$ cat src/rtl/rx_packet_if.sv
// Byte stream from the line decoder into the packet receiver, plus the decoded packet results.
// The master drives the line-side signals. The slave (rx_packet) drives the rx_packet_* results.
interface rx_packet_if;
    logic [7:0]  rx_byte;
    logic        rx_byte_en;
    logic        rx_sop;
    logic        rx_eop;
    logic        rx_err;

    logic [3:0]  rx_packet_pid;
    logic        rx_packet_pid_valid;
    logic [10:0] rx_packet_addr;
    logic [7:0]  rx_packet_byte;
    logic        rx_packet_byte_en;
    logic        rx_packet_fin;
    logic        rx_packet_valid;

    modport master (
        output rx_byte, rx_byte_en, rx_sop, rx_eop, rx_err,
        input  rx_packet_pid, rx_packet_pid_valid, rx_packet_addr,
        input  rx_packet_byte, rx_packet_byte_en, rx_packet_fin, rx_packet_valid
    );

    modport slave (
        input  rx_byte, rx_byte_en, rx_sop, rx_eop, rx_err,
        output rx_packet_pid, rx_packet_pid_valid, rx_packet_addr,
        output rx_packet_byte, rx_packet_byte_en, rx_packet_fin, rx_packet_valid
    );
endinterface

$ cat src/rtl/rx_packet.sv
// USB packet receiver: checks the PID, decodes tokens (CRC5) and data payloads (CRC16), and passes payload bytes through.
// All outputs are registered one cycle after their input. There is no backpressure: bytes arrive at line rate.
module rx_packet (
    input  logic       clk,
    input  logic       rst,
    rx_packet_if.slave bus
);

    typedef enum logic [2:0] {IDLE, PID, TOKEN, DATA, HSK, DISCARD} state_t;

    localparam logic [4:0]  CRC5_INIT  = 5'h1f;
    localparam logic [4:0]  CRC5_RES   = 5'b01100;
    localparam logic [4:0]  CRC5_POLY  = 5'b00101;
    localparam logic [15:0] CRC16_INIT = 16'hffff;
    localparam logic [15:0] CRC16_RES  = 16'h800d;
    localparam logic [15:0] CRC16_POLY = 16'h8005;
    localparam logic [10:0] MAX_BYTES  = 11'd1025;

    state_t      state;
    logic [10:0] cnt;
    logic [4:0]  crc5;
    logic [15:0] crc16;
    logic [7:0]  hold0;
    logic [7:0]  hold1;
    logic [7:0]  tok_lo;
    logic [2:0]  tok_hi;

    logic [3:0]  pid_q;
    logic        pid_vld_q;
    logic [10:0] addr_q;
    logic [7:0]  byte_q;
    logic        byte_en_q;
    logic        fin_q;
    logic        valid_q;

    logic        pid_ok;
    logic        pkt_ok;

    // Both CRCs shift the register toward its MSB, taking the wire bits LSB-first.
    function automatic logic [4:0] crc5_byte(input logic [4:0] c, input logic [7:0] d);
        logic [4:0] r;
        r = c;
        for (int i = 0; i < 8; i++) begin
            if (r[4] ^ d[i]) r = {r[3:0], 1'b0} ^ CRC5_POLY;
            else             r = {r[3:0], 1'b0};
        end
        return r;
    endfunction

    function automatic logic [15:0] crc16_byte(input logic [15:0] c, input logic [7:0] d);
        logic [15:0] r;
        r = c;
        for (int i = 0; i < 8; i++) begin
            if (r[15] ^ d[i]) r = {r[14:0], 1'b0} ^ CRC16_POLY;
            else              r = {r[14:0], 1'b0};
        end
        return r;
    endfunction

    // End-of-packet verdict for the state the packet is in when eop arrives.
    always_comb begin
        pid_ok = (bus.rx_byte[7:4] == ~bus.rx_byte[3:0]);
        pkt_ok = 1'b0;
        case (state)
            TOKEN:   pkt_ok = (cnt == 11'd2) && (crc5 == CRC5_RES);
            DATA:    pkt_ok = (cnt >= 11'd2) && (crc16 == CRC16_RES);
            HSK:     pkt_ok = 1'b1;
            default: pkt_ok = 1'b0;
        endcase
    end

    always_ff @(posedge clk or posedge rst) begin
        if (rst) begin
            state     <= IDLE;
            cnt       <= '0;
            crc5      <= CRC5_INIT;
            crc16     <= CRC16_INIT;
            hold0     <= '0;
            hold1     <= '0;
            tok_lo    <= '0;
            tok_hi    <= '0;
            pid_q     <= '0;
            pid_vld_q <= 1'b0;
            addr_q    <= '0;
            byte_q    <= '0;
            byte_en_q <= 1'b0;
            fin_q     <= 1'b0;
            valid_q   <= 1'b0;
        end else begin
            pid_vld_q <= 1'b0;
            byte_en_q <= 1'b0;
            byte_q    <= '0;
            fin_q     <= 1'b0;
            valid_q   <= 1'b0;

            // A new sop always wins: any unfinished packet is dropped without a fin.
            if (bus.rx_sop) begin
                state  <= PID;
                cnt    <= '0;
                crc5   <= CRC5_INIT;
                crc16  <= CRC16_INIT;
                hold0  <= '0;
                hold1  <= '0;
                tok_lo <= '0;
                tok_hi <= '0;
            end else if (state != IDLE) begin
                if (bus.rx_eop) begin
                    fin_q   <= 1'b1;
                    valid_q <= pkt_ok && !bus.rx_err;
                    if (state == TOKEN && pkt_ok && !bus.rx_err)
                        addr_q <= {tok_hi, tok_lo};
                    state   <= IDLE;
                end else if (bus.rx_err) begin
                    state <= DISCARD;
                end else if (bus.rx_byte_en) begin
                    case (state)
                        PID: begin
                            if (!pid_ok) begin
                                state <= DISCARD;
                            end else begin
                                pid_q     <= bus.rx_byte[3:0];
                                pid_vld_q <= 1'b1;
                                case (bus.rx_byte[1:0])
                                    2'b01:   state <= TOKEN;
                                    2'b11:   state <= DATA;
                                    2'b10:   state <= HSK;
                                    default: state <= DISCARD;
                                endcase
                            end
                        end
                        TOKEN: begin
                            if (cnt >= 11'd2) begin
                                state <= DISCARD;
                            end else begin
                                if (cnt == 11'd0) tok_lo <= bus.rx_byte;
                                else              tok_hi <= bus.rx_byte[2:0];
                                crc5 <= crc5_byte(crc5, bus.rx_byte);
                                cnt  <= cnt + 11'd1;
                            end
                        end
                        DATA: begin
                            if (cnt == MAX_BYTES) begin
                                state <= DISCARD;
                            end else begin
                                crc16 <= crc16_byte(crc16, bus.rx_byte);
                                cnt   <= cnt + 11'd1;
                                hold0 <= bus.rx_byte;
                                hold1 <= hold0;
                                // Two bytes are always held back, so the CRC bytes are never emitted.
                                if (cnt >= 11'd2) begin
                                    byte_en_q <= 1'b1;
                                    byte_q    <= hold1;
                                end
                            end
                        end
                        HSK:     state <= DISCARD;
                        default: ;
                    endcase
                end
            end
        end
    end

    assign bus.rx_packet_pid       = pid_q;
    assign bus.rx_packet_pid_valid = pid_vld_q;
    assign bus.rx_packet_addr      = addr_q;
    assign bus.rx_packet_byte      = byte_q;
    assign bus.rx_packet_byte_en   = byte_en_q;
    assign bus.rx_packet_fin       = fin_q;
    assign bus.rx_packet_valid     = valid_q;

endmodule

$ cat src/flat_wrapper.sv
// flat-port wrapper written by rule: the top's interface ports become plain ports
module rx_packet_flat 
  (clk, rst, bus_rx_byte, bus_rx_byte_en, bus_rx_sop, bus_rx_eop, bus_rx_err, bus_rx_packet_pid, bus_rx_packet_pid_valid, bus_rx_packet_addr, bus_rx_packet_byte, bus_rx_packet_byte_en, bus_rx_packet_fin, bus_rx_packet_valid);
  rx_packet_if bus_i ();
  input  logic clk;
  input  logic rst;
  input wire logic [$bits(bus_i.rx_byte)-1:0] bus_rx_byte;
  input wire logic [$bits(bus_i.rx_byte_en)-1:0] bus_rx_byte_en;
  input wire logic [$bits(bus_i.rx_sop)-1:0] bus_rx_sop;
  input wire logic [$bits(bus_i.rx_eop)-1:0] bus_rx_eop;
  input wire logic [$bits(bus_i.rx_err)-1:0] bus_rx_err;
  output wire logic [$bits(bus_i.rx_packet_pid)-1:0] bus_rx_packet_pid;
  output wire logic [$bits(bus_i.rx_packet_pid_valid)-1:0] bus_rx_packet_pid_valid;
  output wire logic [$bits(bus_i.rx_packet_addr)-1:0] bus_rx_packet_addr;
  output wire logic [$bits(bus_i.rx_packet_byte)-1:0] bus_rx_packet_byte;
  output wire logic [$bits(bus_i.rx_packet_byte_en)-1:0] bus_rx_packet_byte_en;
  output wire logic [$bits(bus_i.rx_packet_fin)-1:0] bus_rx_packet_fin;
  output wire logic [$bits(bus_i.rx_packet_valid)-1:0] bus_rx_packet_valid;
  assign bus_i.rx_byte = bus_rx_byte;
  assign bus_i.rx_byte_en = bus_rx_byte_en;
  assign bus_i.rx_sop = bus_rx_sop;
  assign bus_i.rx_eop = bus_rx_eop;
  assign bus_i.rx_err = bus_rx_err;
  assign bus_rx_packet_pid = bus_i.rx_packet_pid;
  assign bus_rx_packet_pid_valid = bus_i.rx_packet_pid_valid;
  assign bus_rx_packet_addr = bus_i.rx_packet_addr;
  assign bus_rx_packet_byte = bus_i.rx_packet_byte;
  assign bus_rx_packet_byte_en = bus_i.rx_packet_byte_en;
  assign bus_rx_packet_fin = bus_i.rx_packet_fin;
  assign bus_rx_packet_valid = bus_i.rx_packet_valid;
  rx_packet u_core (.clk(clk), .rst(rst), .bus(bus_i));
endmodule
$ cat config.mk
export PLATFORM = sky130hd
export DESIGN_NAME = rx_packet_flat
export DESIGN_NICKNAME = d
export VERILOG_FILES = /design/src/rtl/rx_packet_if.sv /design/src/rtl/rx_packet.sv /design/src/flat_wrapper.sv
export SDC_FILE = /design/constraint.sdc
export NUM_CORES = 1
export LEC_CHECK = 0
export CORE_ASPECT_RATIO = 0.75
export CORE_UTILIZATION = 55
export DETAILED_ROUTE_END_ITERATION = 10
export HOLD_SLACK_MARGIN = 0.02
export PLACE_DENSITY = 0.77
export SLEW_MARGIN = 5
export SYNTH_ARGS = -nofsm -noshare
export SYNTH_HDL_FRONTEND = slang
export SYNTH_SLANG_ARGS = --single-unit
$ cat constraint.sdc
create_clock -name clk -period 5.44 [get_ports clk]
set_input_delay 1.36 -clock clk [delete_from_list [all_inputs] [get_ports clk]]
set_output_delay 1.36 -clock clk [all_outputs]
set_load 0.05 [all_outputs]
## After elaboration in Yosys (flattened, before gate mapping)

Cells that the tools add are included.

| storage, ports and cells | value |
|---|---|
| register bits after elaboration | 89 |
| bits in latches | 0 |
| RAM bits | 0 |
| ROM bits | 0 |
| input bits | 14 |
| output and inout bits | 27 |
| logic and storage cells | 304 |
| memories | 0 |

| cells by class | value |
|---|---|
| add/sub/neg operators | 1 |
| multiply operators | 0 |
| div/mod/pow operators | 0 |
| magnitude comparators | 1 |
| equality and inequality tests | 21 |
| shifts and indexed selects | 0 |
| mux-type cells | 206 |
| bitwise gates (word level) | 36 |
| reduce and logical (&&, ||, !) cells | 24 |

Operators by type and width:

| cell | number |
|---|---|
| 16-bit 2-to-1 mux | 64 |
| 5-bit 2-to-1 mux | 56 |
| 8-bit 2-to-1 mux | 30 |
| 11-bit 2-to-1 mux | 7 |
| 3-bit 2-to-1 mux | 24 |
| 7-bit AND reduction | 4 |
| 3-bit NOT | 8 |
| 11-bit one-hot mux with 2 select lines | 1 |
| 1-bit 2-to-1 mux | 21 |
| 16-bit == test (second input constant) | 1 |
| 2-bit NOT | 8 |
| 1-bit XOR | 16 |
| 3-bit one-hot mux with 4 select lines | 1 |
| 6-bit AND reduction | 2 |
| 11-bit by 1-bit adder with 11-bit output (second input constant) | 1 |
| 11-bit == test (second input constant) | 1 |
| 11-bit by 2-bit == test with 1-bit output (second input constant) | 1 |
| 11-bit by 2-bit greater-or-equal comparator with 1-bit output (second input constant) | 1 |
| 11-bit logical NOT | 1 |
| 2-bit != test (second input constant) | 5 |
| 2-bit nonzero test | 5 |
| 3-bit one-hot mux with 3 select lines | 1 |
| 7-bit nonzero test | 1 |
| 3-bit by 2-bit == test with 1-bit output (second input constant) | 2 |
| 18 further kinds | 27 |

## Depth between registers and ports, before layout

| logic depth | value |
|---|---|
| depth in word-level cells | 72 |
| mapped depth | 9 |
| gate-level depth less buffers | 8 |

## Worst setup path after synthesis

No wires, ideal clock.

| timing path | value |
|---|---|
| path kind | input-to-reg |
| start point | in bus_rx_byte[2] |
| end point | reg u_core.crc16[15] |
| setup time | 0.100 ns |
| arrival time | 2.823 ns |
| required time | 5.340 ns |
| setup slack | 2.517 ns |
| cell stages on the path | 7 |
| path buffers | 1 |
| cell sequence | buf_2 > xnor2_1 > xnor2_1 > xor3_1 > xnor2_1 > xor2_1 > o211ai_1 |

| on the way | value |
|---|---|
| cells in the longest elaborated chain, start to end | 54 |

Ends and longest elaborated chain:

| what | line | RTL |
|---|---|---|
| start, declared | flat_wrapper.sv:7 | `input wire logic [$bits(bus_i.rx_byte)-1:0] bus_rx_byte;` |
| 1-bit XOR | rx_packet.sv:54 | `if (r[15] ^ d[i]) r = {r[14:0], 1'b0} ^ CRC16_POLY;` |
| 16-bit 2-to-1 mux | rx_packet.sv:54 |  |
| 16-bit 2-to-1 mux | rx_packet.sv:142 | `if (cnt == MAX_BYTES) begin` |
| 16-bit 2-to-1 mux | rx_packet.sv:116 | `case (state)` |
| 16-bit 2-to-1 mux | rx_packet.sv:115 | `end else if (bus.rx_byte_en) begin` |
| 16-bit 2-to-1 mux | rx_packet.sv:113 | `end else if (bus.rx_err) begin` |
| 16-bit 2-to-1 mux | rx_packet.sv:107 | `if (bus.rx_eop) begin` |
| 16-bit 2-to-1 mux | rx_packet.sv:106 | `end else if (state != IDLE) begin` |
| [38 not listed] | - |  |
| 16-bit 2-to-1 mux | rx_packet.sv:54 |  |
| 16-bit 2-to-1 mux | rx_packet.sv:142 |  |
| 16-bit 2-to-1 mux | rx_packet.sv:116 |  |
| 16-bit 2-to-1 mux | rx_packet.sv:115 |  |
| 16-bit 2-to-1 mux | rx_packet.sv:113 |  |
| 16-bit 2-to-1 mux | rx_packet.sv:107 |  |
| 16-bit 2-to-1 mux | rx_packet.sv:106 |  |
| 16-bit 2-to-1 mux | rx_packet.sv:97 | `if (bus.rx_sop) begin` |
| end signal, assigned | rx_packet.sv:145 | `crc16 <= crc16_byte(crc16, bus.rx_byte);` |
| end, declared | rx_packet.sv:22 | `logic [15:0] crc16;` |

Every way passes these cells. The select of a mux whose other input is x is not followed.
A chain may end at the register's enable or synchronous reset.

## Worst setup path after layout

| timing path | value |
|---|---|
| start point | in bus_rx_byte[0] |
| end point | reg u_core.crc16[15] |

| on the way | value |
|---|---|
| cells in the longest elaborated chain, start to end | 72 |

Ends and longest elaborated chain:

| what | line |
|---|---|
| 1-bit XOR | rx_packet.sv:54 |
| 16-bit 2-to-1 mux | rx_packet.sv:54 |
| 16-bit 2-to-1 mux | rx_packet.sv:142 |
| 16-bit 2-to-1 mux | rx_packet.sv:116 |
| 16-bit 2-to-1 mux | rx_packet.sv:115 |
| 16-bit 2-to-1 mux | rx_packet.sv:113 |
| 16-bit 2-to-1 mux | rx_packet.sv:107 |
| 16-bit 2-to-1 mux | rx_packet.sv:106 |
| [56 not listed] | - |
| 16-bit 2-to-1 mux | rx_packet.sv:54 |
| 16-bit 2-to-1 mux | rx_packet.sv:142 |
| 16-bit 2-to-1 mux | rx_packet.sv:116 |
| 16-bit 2-to-1 mux | rx_packet.sv:115 |
| 16-bit 2-to-1 mux | rx_packet.sv:113 |
| 16-bit 2-to-1 mux | rx_packet.sv:107 |
| 16-bit 2-to-1 mux | rx_packet.sv:106 |
| 16-bit 2-to-1 mux | rx_packet.sv:97 |

Every way passes these cells. The select of a mux whose other input is x is not followed.

==> metrics <==
status=finished clean; DRC Markers=0; Max-slew headroom=0.348; Yosys warning total=0; post-cts sizing count=0; Fin. Hold Viols=0; clock sink total=between 80 and 90; Peak VDD IR=approximately 0.00017 V; Fill cells=about 620; final global-route overflow total=0; IO Count=around 40; Worst-Skew Late Latency=approximately 360 ps; Avg Cell Area, Syn=approximately 10 um^2; leakage=between 2 and 2.5 nW; CP arrival=roughly 3600 ps; gpl congestion=0.828; DRT iter0 DRCs=160; Seq. cell area=between 2000 and 2500 um^2; crit-path max FO=10; vias in the first global route=roughly 3,100; Yosys top cell area share=0.373; sequential-to-total area share from yosys stat=0.494; total CTS buffers=9; Reg clk slew, reported paths=around 90 ps; Worst Skew=about 13 ps; vias per cell=5.57; Final TNS setup=0 ps; max_cap viols=0; final critical-path required period=3380 ps; main flop type after synthesis=dfrtp_1; htree depth=3; WL final=roughly 9300 um; critical path class=primary input to flop; share of cells above drive strength 1=0.163; Worst EP required=~5700 ps; fin util=0.654; Post-synth EDFFs=0; post-route ant nets=0; DRT Pass-1 Iters=5; Die W=~110 um; Netlist cell types=54; hold_buf cts=0; first-pass GRT wire length=between 15,000 and 20,000 um; row cnt=28; Yosys reg bits=a little under 90; Syn Inst Count=438; final worst slack=between 2000 and 2500 ps; syn nets=460; HP Class=flop to flop; Crit. End Element=flop; finished layout cell area=a little over 5000 um^2; fin crit share=0.621; area post-placement=5010 um^2; largest net degree at the start of global routing=57; Bufs on Longest Clock Path=2; leading area contributor after synthesis=dfrtp_1; die area=8670 um^2; area of the multi-input gates=2150 um^2; final hold slack=a little under 500 ps; n_diodes=0; CTS tree=built; Vias=roughly 3,200; initial antenna violation count=0; IO Port Bufs=40; worst setup slack after placement=1700 ps; Final setup viols=0; post-DP HPWL=approximately 6400 um; synthesized cell area=between 4000 and 5000 um^2; Area Overhead vs Synth=13.9%; Power Dens Cells=236 nW/um^2; Layout Nets=~500; Die H=roughly 81 um; Tot GR Track Use=0.237; RSZ-0062 raised after global routing=false; Initial Util=0.574; Slew @ Worst Pin=roughly 980 ps; core area=approximately 8000 um^2; ys async rst share=1.00; Setup Fix Bufs, Post-CTS=0; Root Buffer=clkbuf_8; Wirelength per Cell=about 16 um; Synth area leaders=dfrtp_1, dfstp_2, nand2_1, xnor2_1, xor2_1; Slew Limit Fails=0; startpoint types=primary input; Max Fclk=296 MHz
-- placed cells by master (no fill, tap or decap), types with 2 or more instances in the layout --
cell	netlist	routed
nand2_1	68	68
dfrtp_1	68	68
clkdlybuf4s50_1	0	40
nor2_1	34	34
xnor2_1	27	27
xor2_1	22	22
a21oi_1	21	21
nand3_1	21	21
dfstp_2	21	21
mux2i_1	13	13
mux2_4	12	12
o211ai_1	10	10
and2_1	10	10
clkbuf_8	0	9
inv_1	9	8
ha_1	8	8
nor3_1	8	7
nand4_1	6	6
nor4_1	6	6
mux2_2	5	5
buf_4	1	5
o21ai_0	4	4
or3_1	3	3
and3_1	3	3
inv_6	0	3
or2_2	2	2
nor3b_1	2	2
nand4b_1	2	2
clkinv_2	0	2
-- logic make-up (layout without fill, tap and decap cells) --
group	Yosys count	in the layout	synth area share
fa+ha+maj	8	8	0.0219
flops	89	89	0.494
simple gates	178	178	0.193
compound gates	44	44	0.0636
mux	30	30	0.0803
buf+inv	36	70	0.0356
xor+xnor	53	53	0.111
-- area by class of cell --
class                      instances  area share
clock inverter                     7      0.0123
inverter                           9     0.00674
sequential                        89       0.434
tap                              105      0.0253
multi-input combinational        313       0.414
timing repair buffer              45      0.0843
clock buffer                       9      0.0238
-- final timing paths --
path | from | slack (ps) | end | cells after the start
min in group asynchronous | rst | 1510 | u_core.bus.rx_packet_byte[2] | 2
setup reg to reg | u_core.cnt[7] | 2660 | u_core.bus.rx_packet_addr[10] | 5
max in group asynchronous | rst | 2910 | u_core.crc5[1] | 3
hold / removal | u_core.hold1[1] | 480 | u_core.bus.rx_packet_byte[1] | 1
hold reg to reg | u_core.hold1[1] | 480 | u_core.bus.rx_packet_byte[1] | 1
setup / recovery | bus_rx_byte[0] | 2060 | u_core.crc16[15] | 7
-- flip-flops by register name, indices dropped and copies added (netlist names) --
register / flops
u_core.hold0: 8
u_core.tok_lo: 8
u_core.bus.rx_packet_byte: 8
u_core.cnt: 11
u_core.bus.rx_packet_addr: 11
u_core.bus.rx_packet_byte_en: 1
u_core.tok_hi: 3
u_core.bus.rx_packet_pid: 4
u_core.hold1: 8
u_core.crc16: 16
u_core.bus.rx_packet_pid_valid: 1
u_core.state: 3
u_core.crc5: 5
u_core.bus.rx_packet_fin: 1
u_core.bus.rx_packet_valid: 1
-- metrics by stage --
step,power (mW),instances
final,1.23,577
after global routing,1.28,577
after CTS,1.24,577
after detailed placement,0.811,561
after global placement,0.809,561
after floorplan,0.777,438
-- layer usage --
layer  vias up  track usage  routed length (um)
met2        85        0.352                4040
met1      1569        0.351                4710
met4         0       0.0753                 109
li1       1545            -                   -
met3        13       0.0441                 425
met5         -            0                   0
-- synth_stat cells (all sizes together) (2+ instances only) --
master and count:
nand4b 2, nand4 7, ha 8, dfstp 21, nor2 36, nand2 68, and2 10, o21ai 6
mux2i 13, and3 3, mux2 17, buf 15, nor4 7, or2 2, inv 9, xor2 23
dfrtp 68, nand3 21, or3 3, xnor2 28, a21oi 21, o211ai 11, clkbuf 12, nor3 9
nor3b 2
-- worst max-delay path, cell delays in order --
cell and delay, ps:
clkdlybuf4s50_1 700, xnor2_1 420, xnor2_1 220, xor3_1 410, xnor2_1 260, xor2_1 170, o211ai_1 90
-- power by group --
group | leakage [nW] | total, mW | switching [mW] | internal [mW]
Sequential | 1.16 | 0.672 | 0.00517 | 0.667
Combinational | 1.04 | 0.127 | 0.0770 | 0.0502
Clock | 0.0934 | 0.429 | 0.255 | 0.175
(Power assumes the default switching activity.)
